===== src/rtl/prog_launcher.sv =====
// Purpose : host-side sequencer that launches a program on the core, times its run and reports completion.
// Latency : start rises 1 cycle after the accepting edge; response 1 cycle after done (or timeout) is sampled.
// Backpres: a single launch in flight; req_ready stays low until the completion record has been taken.
//
// Ports:
//   CLK, RST_N              clock and synchronous active-low reset
//   req_valid/req_ready     launch request handshake, req_addr = program start address
//   start, start_addr       core run interface (start pulse START_CYCLES long, address held until next launch)
//   done                    core program-complete level
//   rsp_valid/rsp_ready     completion record handshake, rsp_cycles = run cycles, rsp_timeout = aborted
//   busy                    registered, high whenever the sequencer is not idle
// Optional: define PROG_LAUNCHER_STATS_EN to add stat_launches / stat_timeouts saturating counters.
module prog_launcher #(
    parameter int               START_CYCLES = 2,
    parameter int               CNT_W        = 16,
    parameter logic [CNT_W-1:0] TIMEOUT      = 16'hFFFF
) (
    input  logic             CLK,
    input  logic             RST_N,
    input  logic             req_valid,
    input  logic [7:0]       req_addr,
    output logic             req_ready,
    output logic             start,
    output logic [7:0]       start_addr,
    input  logic             done,
    output logic             rsp_valid,
    input  logic             rsp_ready,
    output logic [CNT_W-1:0] rsp_cycles,
    output logic             rsp_timeout,
    output logic             busy
`ifdef PROG_LAUNCHER_STATS_EN
    ,
    output logic [15:0]      stat_launches,
    output logic [7:0]       stat_timeouts
`endif
);

    localparam int SC_W = (START_CYCLES < 2) ? 1 : $clog2(START_CYCLES + 1);

    typedef enum logic [1:0] {
        IDLE   = 2'd0,
        START  = 2'd1,
        RUN    = 2'd2,
        REPORT = 2'd3
    } state_t;

    state_t           state, state_nxt;
    logic             start_nxt;
    logic [7:0]       start_addr_nxt;
    logic             rsp_valid_nxt;
    logic [CNT_W-1:0] rsp_cycles_nxt;
    logic             rsp_timeout_nxt;
    logic [SC_W-1:0]  start_cnt, start_cnt_nxt;
    logic [CNT_W-1:0] run_cnt, run_cnt_nxt;
    logic [CNT_W-1:0] run_inc;
    logic [CNT_W-1:0] run_sat;

    // run_inc is the count including the current cycle; run_sat is the
    // same value clamped so the reported count never wraps to zero.
    assign run_inc   = run_cnt + CNT_W'(1);
    assign run_sat   = (run_cnt == {CNT_W{1'b1}}) ? run_cnt : run_inc;
    assign req_ready = (state == IDLE);

    always_comb begin
        state_nxt       = state;
        start_nxt       = start;
        start_addr_nxt  = start_addr;
        rsp_valid_nxt   = rsp_valid;
        rsp_cycles_nxt  = rsp_cycles;
        rsp_timeout_nxt = rsp_timeout;
        start_cnt_nxt   = start_cnt;
        run_cnt_nxt     = run_cnt;

        case (state)
            IDLE: begin
                if (req_valid) begin
                    start_addr_nxt = req_addr;
                    start_nxt      = 1'b1;
                    start_cnt_nxt  = SC_W'(1);
                    state_nxt      = START;
                end
            end
            START: begin
                // done is deliberately not looked at here: it may still be
                // high from the previous program.
                if (start_cnt == SC_W'(START_CYCLES)) begin
                    start_nxt   = 1'b0;
                    run_cnt_nxt = '0;
                    state_nxt   = RUN;
                end else begin
                    start_cnt_nxt = start_cnt + SC_W'(1);
                end
            end
            RUN: begin
                run_cnt_nxt = run_sat;
                // done takes priority when it lands on the timeout cycle.
                if (done) begin
                    rsp_cycles_nxt  = run_sat;
                    rsp_timeout_nxt = 1'b0;
                    rsp_valid_nxt   = 1'b1;
                    state_nxt       = REPORT;
                end else if (run_inc == TIMEOUT) begin
                    rsp_cycles_nxt  = TIMEOUT;
                    rsp_timeout_nxt = 1'b1;
                    rsp_valid_nxt   = 1'b1;
                    state_nxt       = REPORT;
                end
            end
            REPORT: begin
                if (rsp_ready) begin
                    rsp_valid_nxt = 1'b0;
                    state_nxt     = IDLE;
                end
            end
            default: begin
                state_nxt = IDLE;
            end
        endcase
    end

    always_ff @(posedge CLK) begin
        if (!RST_N) begin
            state       <= IDLE;
            start       <= 1'b0;
            start_addr  <= 8'd0;
            rsp_valid   <= 1'b0;
            rsp_cycles  <= '0;
            rsp_timeout <= 1'b0;
            busy        <= 1'b0;
            start_cnt   <= '0;
            run_cnt     <= '0;
        end else begin
            state       <= state_nxt;
            start       <= start_nxt;
            start_addr  <= start_addr_nxt;
            rsp_valid   <= rsp_valid_nxt;
            rsp_cycles  <= rsp_cycles_nxt;
            rsp_timeout <= rsp_timeout_nxt;
            busy        <= (state_nxt != IDLE);
            start_cnt   <= start_cnt_nxt;
            run_cnt     <= run_cnt_nxt;
        end
    end

`ifdef PROG_LAUNCHER_STATS_EN
    // rsp_valid is high exactly while in REPORT, so this is the response handshake.
    always_ff @(posedge CLK) begin
        if (!RST_N) begin
            stat_launches <= 16'd0;
            stat_timeouts <= 8'd0;
        end else if (state == REPORT && rsp_ready) begin
            if (stat_launches != 16'hFFFF) begin
                stat_launches <= stat_launches + 16'd1;
            end
            if (rsp_timeout && stat_timeouts != 8'hFF) begin
                stat_timeouts <= stat_timeouts + 8'd1;
            end
        end
    end
`endif

endmodule


===== config.mk =====
export PLATFORM = sky130hd
export DESIGN_NAME = prog_launcher
export DESIGN_NICKNAME = d
export VERILOG_FILES = /design/src/rtl/prog_launcher.sv
export SDC_FILE = /design/constraint.sdc
export NUM_CORES = 1
export LEC_CHECK = 0
export CORE_MARGIN = 5
export CORE_UTILIZATION = 59
export CTS_BUF_LIST = sky130_fd_sc_hd__clkbuf_8
export DETAILED_ROUTE_END_ITERATION = 12
export PLACE_DENSITY = 0.87
export SYNTH_ARGS = -nofsm -noshare
export SYNTH_HDL_FRONTEND = slang
export SYNTH_SLANG_ARGS = --single-unit

===== constraint.sdc =====
create_clock -name CLK -period 6.91 [get_ports CLK]
set_clock_uncertainty 0.15 [all_clocks]
set_input_delay 1.7275 -clock CLK [delete_from_list [all_inputs] [get_ports CLK]]
set_output_delay 1.7275 -clock CLK [all_outputs]
set_load 0.1 [all_outputs]

---- Word level (Yosys, flattened, before mapping) ----
Cells that the tools add are included.
word-level totals
  register bits after elaboration ......... 48
  input port bits ......................... 13
  logic and storage cells ................. 56
  output and inout bits ................... 29
cells by class
  eq/ne operators ......................... 11
  $add $sub $neg .......................... 2
  muxes and demuxes ....................... 22
  reduce and logical (&&, ||, !) cells .... 12
operator list
  operator                 number
  $mux W16                 4
  $eq A16 B16 Y1 const B   2
  $pmux W16 S2             1
  $add A16 B1 Y16 const B  1
  $mux W2                  7
  $reduce_bool A2 Y1       5
  $reduce_and A3 Y1        3
  $ne A2 B2 Y1 const B     4
  $pmux W2 S4              1
  $eq A2 B2 Y1 const B     3
  $mux W1                  6
  $reduce_and A2 Y1        3
  $pmux W1 S2              2
  $pmux W2 S2              1
  $ne A3 B3 Y1 const B     1
  $add A2 B1 Y2 const B    1
  $eq A2 B1 Y1 const B     1
  $logic_not A2 Y1         1

---- Depth between registers and ports, before layout ----
Gate-level depths: netlist (run 1).
  depth after elaboration ................. 6
  depth in mapped cells ................... 9
  depth with buffers taken out ............ 7

---- Worst setup path before layout (run 1) ----
OpenSTA, ideal clock, no wires.
  kind .................................... flip-flop to output port
  from .................................... reg state[0]
  to ...................................... out req_ready
  setup slack ............................. 3.225 ns
  data arrival time ....................... 1.808 ns
  stages on the path, launching flop included .. 3
  required time ........................... 5.032 ns
  buffers on the path ..................... 1
  cell sequence ........................... dfxtp_1 > clkbuf_1 > nor2_1
on the way
  cells in the longest elaborated chain, start to end .. 1
RTL lines
  item                      line  source
  start: declaration        47    state_t state, state_nxt;
  start signal: assignment  133   state <= state_nxt;
  $logic_not A2 Y1          62    assign req_ready = (state == IDLE);
  end: declaration          22    output logic req_ready,
Every way passes these cells.

---- Final worst setup path (run 1) ----
Ends and elaborated chain as after synthesis.

==> results.py, run 1 <==
metrics = {
    "status": {
        "status": "finished clean",
    },
    "clock_network": {
        "cts_root_buffer": "clkbuf_8",
        "post_cts_resize_count": 0,
        "cts_buffers": 5,
        "cts_tree": "built",
        "h-tree-depth": 2,
        "insertion_delay_ns": 0.31,
        "cts_sinks": 48,
        "hold_buffers": 0,
        "post_cts_buffers": 0,
        "path_clk_slew_ns": 0.10,
        "clk_path_buf_depth": 2,
    },
    "placement": {
        "dp_cells": 382,
        "dpl_cell_area_mm2": 0.00283,
        "dpl.hpwl_um": 3990,
        "port_buffers": 41,
        "routabilityCongestion": 0.873,
    },
    "floorplan": {
        "row_count": 23,
        "initial_utilization_pct": 61.2,
        "core_mm2": 0.00403,
        "die-height_um": 74.6,
        "die_area_mm2": 0.00557,
        "die_w_um": 74.6,
        "io-pin-count": 42,
    },
    "synth": {
        "syn_inst": 313,
        "ys_seq_area_share_pct": 39.0,
        "synth_warnings": 0,
        "syn-mean-instance-area_um2": 7.87,
        "netlist.area_leader.share_pct": 39.0,
        "syn_nets": 329,
        "ys_types": 45,
        "ys_seq_elements": 48,
        "synth_area_leaders": "dfxtp_1 39%, o21ai_0 7.7%, a21boi_0 7.0%",
        "synth_area_mm2": 0.00246,
        "yosysTopAreaCell": "dfxtp_1",
    },
    "setup_path": {
        "start_kind": "flop",
        "critical_path.max_stage_delay_ns": 1.17,
        "worstPathArrival_ns": 2.10,
        "path_buf_inv": 1,
        "slowest_stage": "clkdlybuf4s50_1",
        "crit_fanout": 12,
        "criticalPathCategory": "reg2out",
        "cp.required_ns": 5.03,
        "path_depth": 2,
        "path_cells": "nor2_1, clkdlybuf4s50_1",
        "reg2reg_depth": 6,
        "endpoint_kind": "output port",
        "crit_family": "buffers and inverters",
    },
    "routing": {
        "via_per_inst": 5.75,
        "wl_per_cell_um": 14.5,
        "vias": 2241,
        "m1WireLength_um": 2530,
        "ant_nets": 0,
        "highest_layer": "met4",
        "drc": 0,
        "wl_met3_um": 318,
        "drt_first_pass_iters": 4,
        "dr.first_iter.drc_count": 163,
        "dr_wl_met2_um": 2700,
        "routed_wl_um": 5650,
    },
    "global_route": {
        "grt_overflow": 0,
        "grt_pass1_vias": 2120,
        "grt_max_degree": 48,
        "grt_pass1_wl_um": 9910,
        "grtUsageTotal_pct": 22.6,
        "antenna_found_initial": 0,
    },
    "hold_path": {
        "holdPathStages": 2,
        "hold_class": "reg2reg",
    },
    "sta": {
        "fmax_ghz": 0.252,
        "post-route-period-util_pct": 57.5,
        "rsz0062_at_grt": "no",
        "slew_violations": 0,
        "fin_tns_setup_ns": 0,
        "hold_viol": 0,
        "period_needed_ns": 3.98,
        "setup_violations": 0,
        "worst_pin_slew_ns": 1.11,
        "max_slew_margin_pct": 25.3,
    },
    "power": {
        "peakVddDrop_uv": 141,
        "power_density_mw_per_mm2": 198,
        "leakagePower_nw": 1.00,
    },
    "final_layout": {
        "finalInstanceArea_mm2": 0.00295,
        "diodes": 0,
        "finalNetCount": 355,
        "final_cells": 390,
        "layout-drive-gt1-share_pct": 7.65,
        "syn2layout_area_growth_pct": 19.6,
        "fillers": 316,
    },
    "run": {
        "drv_cap": 0,
    },
}
## cell type report
type / count / area [um2] / share of cell area (%)
well taps: 50 / 62.6 / 2.12
clock buffers: 5 / 68.8 / 2.33
repair buffers: 44 / 433 / 14.7
inverters: 8 / 30.0 / 1.02
multi-input cells: 232 / 1350 / 45.7
flip-flops and latches: 48 / 961 / 32.6
clock inverters: 3 / 46.3 / 1.57
## cells in the final DEF, fill, tap and decap left out, types with 2 or more instances in the layout
master            n
a21boi_0         23
a21oi_1          21
a21oi_2           5
and2_1            4
buf_4             3
clkbuf_8          5
clkdlybuf4s50_1  41
dfxtp_1          48
ha_1              3
inv_1             8
nand2_1          40
nand2b_1          3
nand3_1           8
nand3_2           2
nand4_1           6
nor2_1           34
nor2b_1           2
nor3_1            2
nor4_1            2
nor4_2            2
o21a_1            2
o21ai_0          38
o31ai_1           3
xnor2_1           9
xor2_1            5
## where the power goes
| group | leakage (nW) | switching (mW) | internal, mW |
|---|---|---|---|
| clock | 0.0548 | 0.0990 | 0.109 |
| sequential | 0.389 | 0.00512 | 0.283 |
| combinational | 0.560 | 0.0617 | 0.0263 |
## per-stage QoR
| stage | hold WS, ns | setup slack, ns | util [%] | total power [mW] |
|---|---|---|---|---|
| 4_1_cts | 0.298 | 2.93 | 73.2 | 0.590 |
| 3_3_place_gp | 0.282 | 2.95 | 70.3 | 0.381 |
| 2_1_floorplan | 0.316 | 3.22 | - | 0.359 |
| 3_5_place_dp | 0.284 | 2.88 | 70.3 | 0.383 |
| 5_1_grt | 0.334 | 2.81 | 73.2 | 0.609 |
| 6_report | 0.297 | 2.93 | 73.2 | 0.584 |
## worst reg2reg max path, stage by stage (launching register included)
cell	delay [ns]
dfxtp_1	0.48
ha_1	0.32
nand3_2	0.19
or4_4	0.60
o21ai_0	0.89
o21ai_0	0.28
a21oi_2	0.16
## cells in the mapped netlist (all sizes together)
library cell	count
dfxtp	48
nand2	40
o21ai	38
nor2	35
a21oi	26
a21boi	23
clkbuf	18
nand3	10
xnor2	9
inv	8
buf	7
nand4	7
xor2	5
and2	4
nor4	4
ha	3
nand2b	3
o31ai	3
and3	2
nor2b	2
nor3	2
o21a	2
or4	2
a22oi	1
a31oi	1
and2b	1
mux2	1
mux2i	1
nand4b	1
nor4bb	1
o2111ai	1
o211ai	1
o31a	1
o32ai	1
or2	1
## kinds of logic after synthesis
| kind of cell | after synthesis | share of synthesized area, % |
|---|---|---|
| compound gates | 98 | 24.2 |
| xor+xnor | 14 | 4.97 |
| fa+ha+maj | 3 | 1.52 |
| buf+inv | 33 | 6.35 |
| flops | 48 | 39.0 |
| mux | 2 | 0.863 |
| simple gates | 115 | 23.1 |
## flip-flops by register name (all words and copies together) (netlist names)
| name | count |
|---|---|
| state | 2 |
| start_addr | 8 |
| rsp_cycles | 16 |
| rsp_valid | 1 |
| start | 1 |
| run_cnt | 16 |
| start_cnt | 2 |
| busy | 1 |
| rsp_timeout | 1 |
## per-layer routing
layer  vias up  GRT usage (%)
met5         -              0
met4         0           8.30
met3        11           3.87
met2        60           36.4
met1      1043           30.5
li1       1127              -
## worst paths after layout
path                                  from                          to  slack, ns
hold / removal    rsp_timeout$_SDFFE_PN0P_    rsp_timeout$_SDFFE_PN0P_       0.30
setup / recovery       state[0]$_SDFF_PN0_                   req_ready       2.93
setup reg to reg   run_cnt[0]$_SDFFE_PN0P_  rsp_cycles[5]$_SDFFE_PN0P_       3.77
hold reg to reg   rsp_timeout$_SDFFE_PN0P_    rsp_timeout$_SDFFE_PN0P_       0.30
Note: power is estimated with default switching activity, not from simulation.
==> run 2, diff against run 1 <==
--- a/config.mk
+++ b/config.mk
@@ -6,10 +6,10 @@
 export NUM_CORES = 1
 export LEC_CHECK = 0
 export CORE_MARGIN = 5
-export CORE_UTILIZATION = 59
+export CORE_UTILIZATION = 49
 export CTS_BUF_LIST = sky130_fd_sc_hd__clkbuf_8
 export DETAILED_ROUTE_END_ITERATION = 12
-export PLACE_DENSITY = 0.87
+export PLACE_DENSITY = 0.77
 export SYNTH_ARGS = -nofsm -noshare
 export SYNTH_HDL_FRONTEND = slang
 export SYNTH_SLANG_ARGS = --single-unit
==> constraint.sdc (replaced) <==
create_clock -name CLK -period 3.6 [get_ports CLK]
set_clock_uncertainty 0.15 [all_clocks]
set_input_delay 0.9 -clock CLK [delete_from_list [all_inputs] [get_ports CLK]]
set_output_delay 0.9 -clock CLK [all_outputs]
set_load 0.1 [all_outputs]
==> results.py, run 2 (synthesized netlist as in run 1, its figures left out) <==
metrics = {
    "clock_network": {
        "cts_buffers": 5,
        "hold_buffers": 0,
        "path_clk_slew_ns": 0.08,
        "cts_tree": "built",
        "post_cts_resize_count": 0,
        "insertion_delay_ns": 0.31,
        "cts_sinks": 48,
        "post_cts_buffers": 0,
        "clk_path_buf_depth": 2,
        "h-tree-depth": 2,
        "cts_root_buffer": "clkbuf_8",
    },
    "floorplan": {
        "die-height_um": 80.9,
        "die_w_um": 80.9,
        "core_mm2": 0.00482,
        "io-pin-count": 42,
        "die_area_mm2": 0.00655,
        "row_count": 25,
        "initial_utilization_pct": 51.2,
    },
    "global_route": {
        "grt_pass1_vias": 2000,
        "grtUsageTotal_pct": 17.7,
        "grt_max_degree": 21,
        "grt_pass1_wl_um": 9100,
        "antenna_found_initial": 0,
        "grt_overflow": 0,
    },
    "routing": {
        "ant_nets": 0,
        "drt_first_pass_iters": 4,
        "via_per_inst": 5.40,
        "routed_wl_um": 5480,
        "dr.first_iter.drc_count": 136,
        "wl_per_cell_um": 13.4,
        "drc": 0,
        "vias": 2202,
    },
    "hold_path": {
        "hold_class": "reg2reg",
        "holdPathStages": 2,
    },
    "sta": {
        "fmax_ghz": 0.365,
        "period_needed_ns": 2.74,
        "slew_violations": 0,
        "setup_violations": 0,
        "post-route-period-util_pct": 76.1,
        "fin_tns_setup_ns": 0,
        "worst_pin_slew_ns": 0.969,
        "max_slew_margin_pct": 35.2,
        "rsz0062_at_grt": "no",
        "hold_viol": 0,
    },
    "setup_path": {
        "worstPathArrival_ns": 2.82,
        "critical_path.max_stage_delay_ns": 0.49,
        "criticalPathCategory": "reg2reg",
        "path_cells": "ha_1, nand3_2, nor4_1, xor2_1, nand4_1, or2_1, a21boi_0",
        "reg2reg_depth": 7,
        "start_kind": "flop",
        "slowest_stage": "or2_1",
        "endpoint_kind": "flop",
        "cp.required_ns": 3.68,
        "crit_fanout": 18,
    },
    "final_layout": {
        "layout_common_cells": "48 x dfxtp_1, 40 x nand2_1, 38 x o21ai_0, 34 x nor2_1, 34 x buf_4",
        "multi_input_area_mm2": 0.00135,
        "seqCellArea_um2": 961,
        "finalNetCount": 357,
        "final_cells": 408,
        "syn2layout_area_growth_pct": 18.7,
        "diodes": 0,
        "reg_top3": "rsp_cycles (16), run_cnt (16), start_addr (8)",
        "fillers": 427,
        "final_common_cell": "dfxtp_1",
        "layout-drive-gt1-share_pct": 16.4,
    },
    "run": {
        "drv_cap": 0,
    },
    "power": {
        "leakagePower_nw": 1.08,
        "power_density_mw_per_mm2": 399,
        "peakVddDrop_uv": 250,
    },
    "status": {
        "status": "finished clean",
    },
    "placement": {
        "dp_cells": 401,
        "dpl.hpwl_um": 3990,
        "port_buffers": 41,
        "routabilityCongestion": 0.800,
    },
}
## run 2: metal layers
metal / global-route usage [%] / up-vias / wire length (um)
met5: 0 / - / 0
met4: 7.09 / 0 / 78
met3: 3.33 / 7 / 242
met2: 29.6 / 67 / 2550
met1: 22.5 / 1001 / 2600
li1: - / 1127 / -
## run 2: worst paths after layout
| path | start | endpoint | slack, ns |
|---|---|---|---|
| setup / recovery | run_cnt[0]$_SDFFE_PN0P_ | rsp_valid$_SDFFE_PN0P_ | 0.86 |
| hold / removal | rsp_timeout$_SDFFE_PN0P_ | rsp_timeout$_SDFFE_PN0P_ | 0.30 |
| setup reg to reg | run_cnt[0]$_SDFFE_PN0P_ | rsp_valid$_SDFFE_PN0P_ | 0.86 |
| hold reg to reg | rsp_timeout$_SDFFE_PN0P_ | rsp_timeout$_SDFFE_PN0P_ | 0.30 |
## run 2: critical path: cells and delay by family, from the launching register on
kind | cells | cell delay [ns]
simple gates | 4 | 1.18
flops | 1 | 0.45
xor+xnor | 1 | 0.32
fa+ha+maj | 1 | 0.31
compound gates | 1 | 0.25
## run 2: report_power, final
group | internal (mW) | switching [mW]
clock | 0.273 | 0.175
sequential | 0.544 | 0.00995
combinational | 0.0472 | 0.118
## run 2: stage by stage
stage | total power [mW] | setup slack, ns | instance area, um2 | util, % | hold slack (ns)
finish | 1.17 | 0.862 | 2930 | 60.8 | 0.302
global route | 1.21 | 0.606 | 2930 | 60.8 | 0.341
CTS | 1.18 | 0.868 | 2930 | 60.8 | 0.309
detailed placement | 0.732 | 0.903 | 2800 | 58.1 | 0.297
global placement | 0.730 | 0.957 | 2800 | 58.1 | 0.284
floorplan | 0.688 | 0.742 | 2460 | - | 0.316
## run 2: area by class of cell
| class | count | share of cell area (%) |
|---|---|---|
| Clock buffer | 5 | 2.35 |
| Clock inverter | 2 | 2.05 |
| Inverter | 8 | 1.03 |
| Multi-Input combinational cell | 232 | 46.0 |
| Sequential cell | 48 | 32.8 |
| Tap cell | 67 | 2.86 |
| Timing Repair Buffer | 46 | 12.8 |
==> RTL edit (settings of run 2) <==
The parameter `CNT_W` goes from 16 to 20.
--- a/src/rtl/prog_launcher.sv
+++ b/src/rtl/prog_launcher.sv
@@ -12,7 +12,7 @@
 // Optional: define PROG_LAUNCHER_STATS_EN to add stat_launches / stat_timeouts saturating counters.
 module prog_launcher #(
     parameter int               START_CYCLES = 2,
-    parameter int               CNT_W        = 16,
+    parameter int               CNT_W        = 20,
     parameter logic [CNT_W-1:0] TIMEOUT      = 16'hFFFF
 ) (
     input  logic             CLK,
Ports: changed (resized rsp_cycles); port bits go from 42 to 46. The function was not compared with the original's and may differ.
==> RTL edit against run 2 <==
  * Synthesized cell count rose by 18%
  * Non-clock buffer count rose by 8
  * Critical path depth rose by 1
  * Routed wire length rose by 47%
  * Setup slack got worse by 280 ps
  * Die area rose by 23%
  * Cell area rose by 22%
  * Total power rose by 7.7%
  * Synthesized area rose by 27%
  * Clock power fell by 6.0%
  * Sequential cell count rose by 8
  * Critical endpoint is now rsp_cycles[6]
==> RTL edit: results (changes against run 2) <==
metric	value	unit	change
met2_usage	31.7	%	was 29.6%
globalplace.congestion	0.988		was 0.800
path_clk_slew	100	ps	was 80 ps
dp_slack	611	ps	was 903 ps
grt.met3_usage	4.09	%	was 3.33%
min_path_type	register to register		unchanged
cts_root_buf	clkbuf_8		unchanged
reg_top3	rsp_cycles (20), run_cnt (20), start_addr (8)		was rsp_cycles (16), run_cnt (16), start_addr (8)
synth-async-reset-ratio	0	%	unchanged
r2r_slack	580	ps	was 860 ps
yosysSeqAreaShare	35.8	%	was 39.0%
cp_max_fo	11		was 18
crit_family	compound AO/OA/AOI/OAI gates		was simple AND/OR/NAND/NOR gates
setup_viol	0		unchanged
yosysUniqueCellTypes	56		was 45
track_usage	19.7	%	was 17.7%
post_cts_buffers	0		unchanged
p_leak	1.34	nW	was 1.08 nW
rr_worst_depth	8		was 7
num_antenna_cells	0		unchanged
antenna_found_initial	0		unchanged
drtPass1Iterations	5		was 4
cpMaxStageDelayCell	or4_4		was or2_1
ys.flop_type	dfxtp_1		unchanged
cts_buffers	5		unchanged
grt_pass1_vias	2736		was 2000
worstPathArrival	3130	ps	was 2820 ps
nNetsFinal	413		was 357
synth_nets	384		was 329
grt_pass1_wl	13.5	mm	was 9.10 mm
max_stage_delay	590	ps	was 490 ps
wl_per_cell	17.0	µm	was 13.4 µm
status	completed		unchanged
cts_resized	0		unchanged
hold_path_depth	2		unchanged
ys_top_cells_by_count	dfxtp_1 (56), nand2_1 (43), o21ai_0 (36)		was dfxtp_1 (48), nand2_1 (40), o21ai_0 (38)
clk_path_buf_depth	2		unchanged
hpwl	5.81	mm	was 3.99 mm
vias	2852		was 2202
insertion_delay	320	ps	
grt_max_degree	31		was 21
ir_worst_vdd	211	µV	was 250 µV
htree_levels	2		unchanged
yosys_warnings	0		unchanged
io_buffers	45		was 41
drt_iter0_drc	294		was 136
tightest_slew	1040	ps	was 969 ps
grt_util_met1	26.6	%	was 22.5%
synth_area_leaders	dfxtp_1 (36%), a21boi_0 (6.2%), o21ai_0 (5.8%)		was dfxtp_1 (39%), o21ai_0 (7.7%), a21boi_0 (7.0%)
drive_above_1_share	18.8	%	was 16.4%
fmax	0.331	GHz	was 0.365 GHz
[RTL edit: cell types whose count changed in the layout (fill, tap and decap cells not counted), moves of 4 or more]
cell     delta
o221a_1     +8
nor2_1      -7
a21oi_2     -4
nor3_1      +6
dfxtp_1     +8
o22ai_1     +5
o221a_2     +7
nor2b_1     +5
a21oi_1     -9
buf_4       +8
[RTL edit: through the flow]
step / util (%) / instances / hold WS [ps] / total power, mW / instance area (µm²)
2_1_floorplan: - / 368 / 324 / 0.802 / 3130
3_3_place_gp: 55.3 / 467 / 304 / 0.848 / 3470
3_5_place_dp: 55.3 / 467 / 315 / 0.851 / 3470
4_1_cts: 57.1 / 475 / 331 / 1.26 / 3580
5_1_grt: 57.1 / 475 / 364 / 1.31 / 3580
6_report: 57.1 / 475 / 327 / 1.26 / 3580
[RTL edit: power by group]
part / internal [mW] / switching (mW)
registers: 0.635 / 0.0125
logic: 0.0525 / 0.136
clock network: 0.208 / 0.213
[RTL edit: tightest hold or removal path, cell delays in order, from the launching register on]
cell and delay [ps]:
dfxtp_1 320, nand2_1 50, a21boi_0 70
[RTL edit: cell families after synthesis]
logic type / count (synthesis) / share of synthesized area (%)
XOR/XNOR: 13 / 3.88
AO/OA/AOI/OAI: 114 / 26.7
multiplexers: 1 / 0.360
flip-flops: 56 / 35.8
buffers and inverters: 40 / 7.19
AND/OR/NAND/NOR: 141 / 24.9
adder cells (fa/ha/maj): 3 / 1.20
[RTL edit: layout make-up]
type | instances | area [µm²]
Fill cell | 583 | 2700
Inverter | 8 | 30.0
Timing Repair Buffer | 54 | 435
Sequential cell | 56 | 1120
Multi-Input combinational cell | 272 | 1790
Tap cell | 77 | 96.3
Clock buffer | 5 | 68.8
Clock inverter | 3 | 42.5
[RTL edit: final timing paths]
check,end,startpoint
max,rsp_cycles[6],run_cnt[0]
min,start_addr[4],start_addr[4]
max reg2reg,rsp_cycles[6],run_cnt[0]
min reg2reg,start_addr[4],start_addr[4]
[RTL edit: routing by layer]
layer,wire (µm),up-vias
met5,0,-
met4,153,0
met3,450,17
met2,3840,96
met1,3630,1357
li1,-,1382
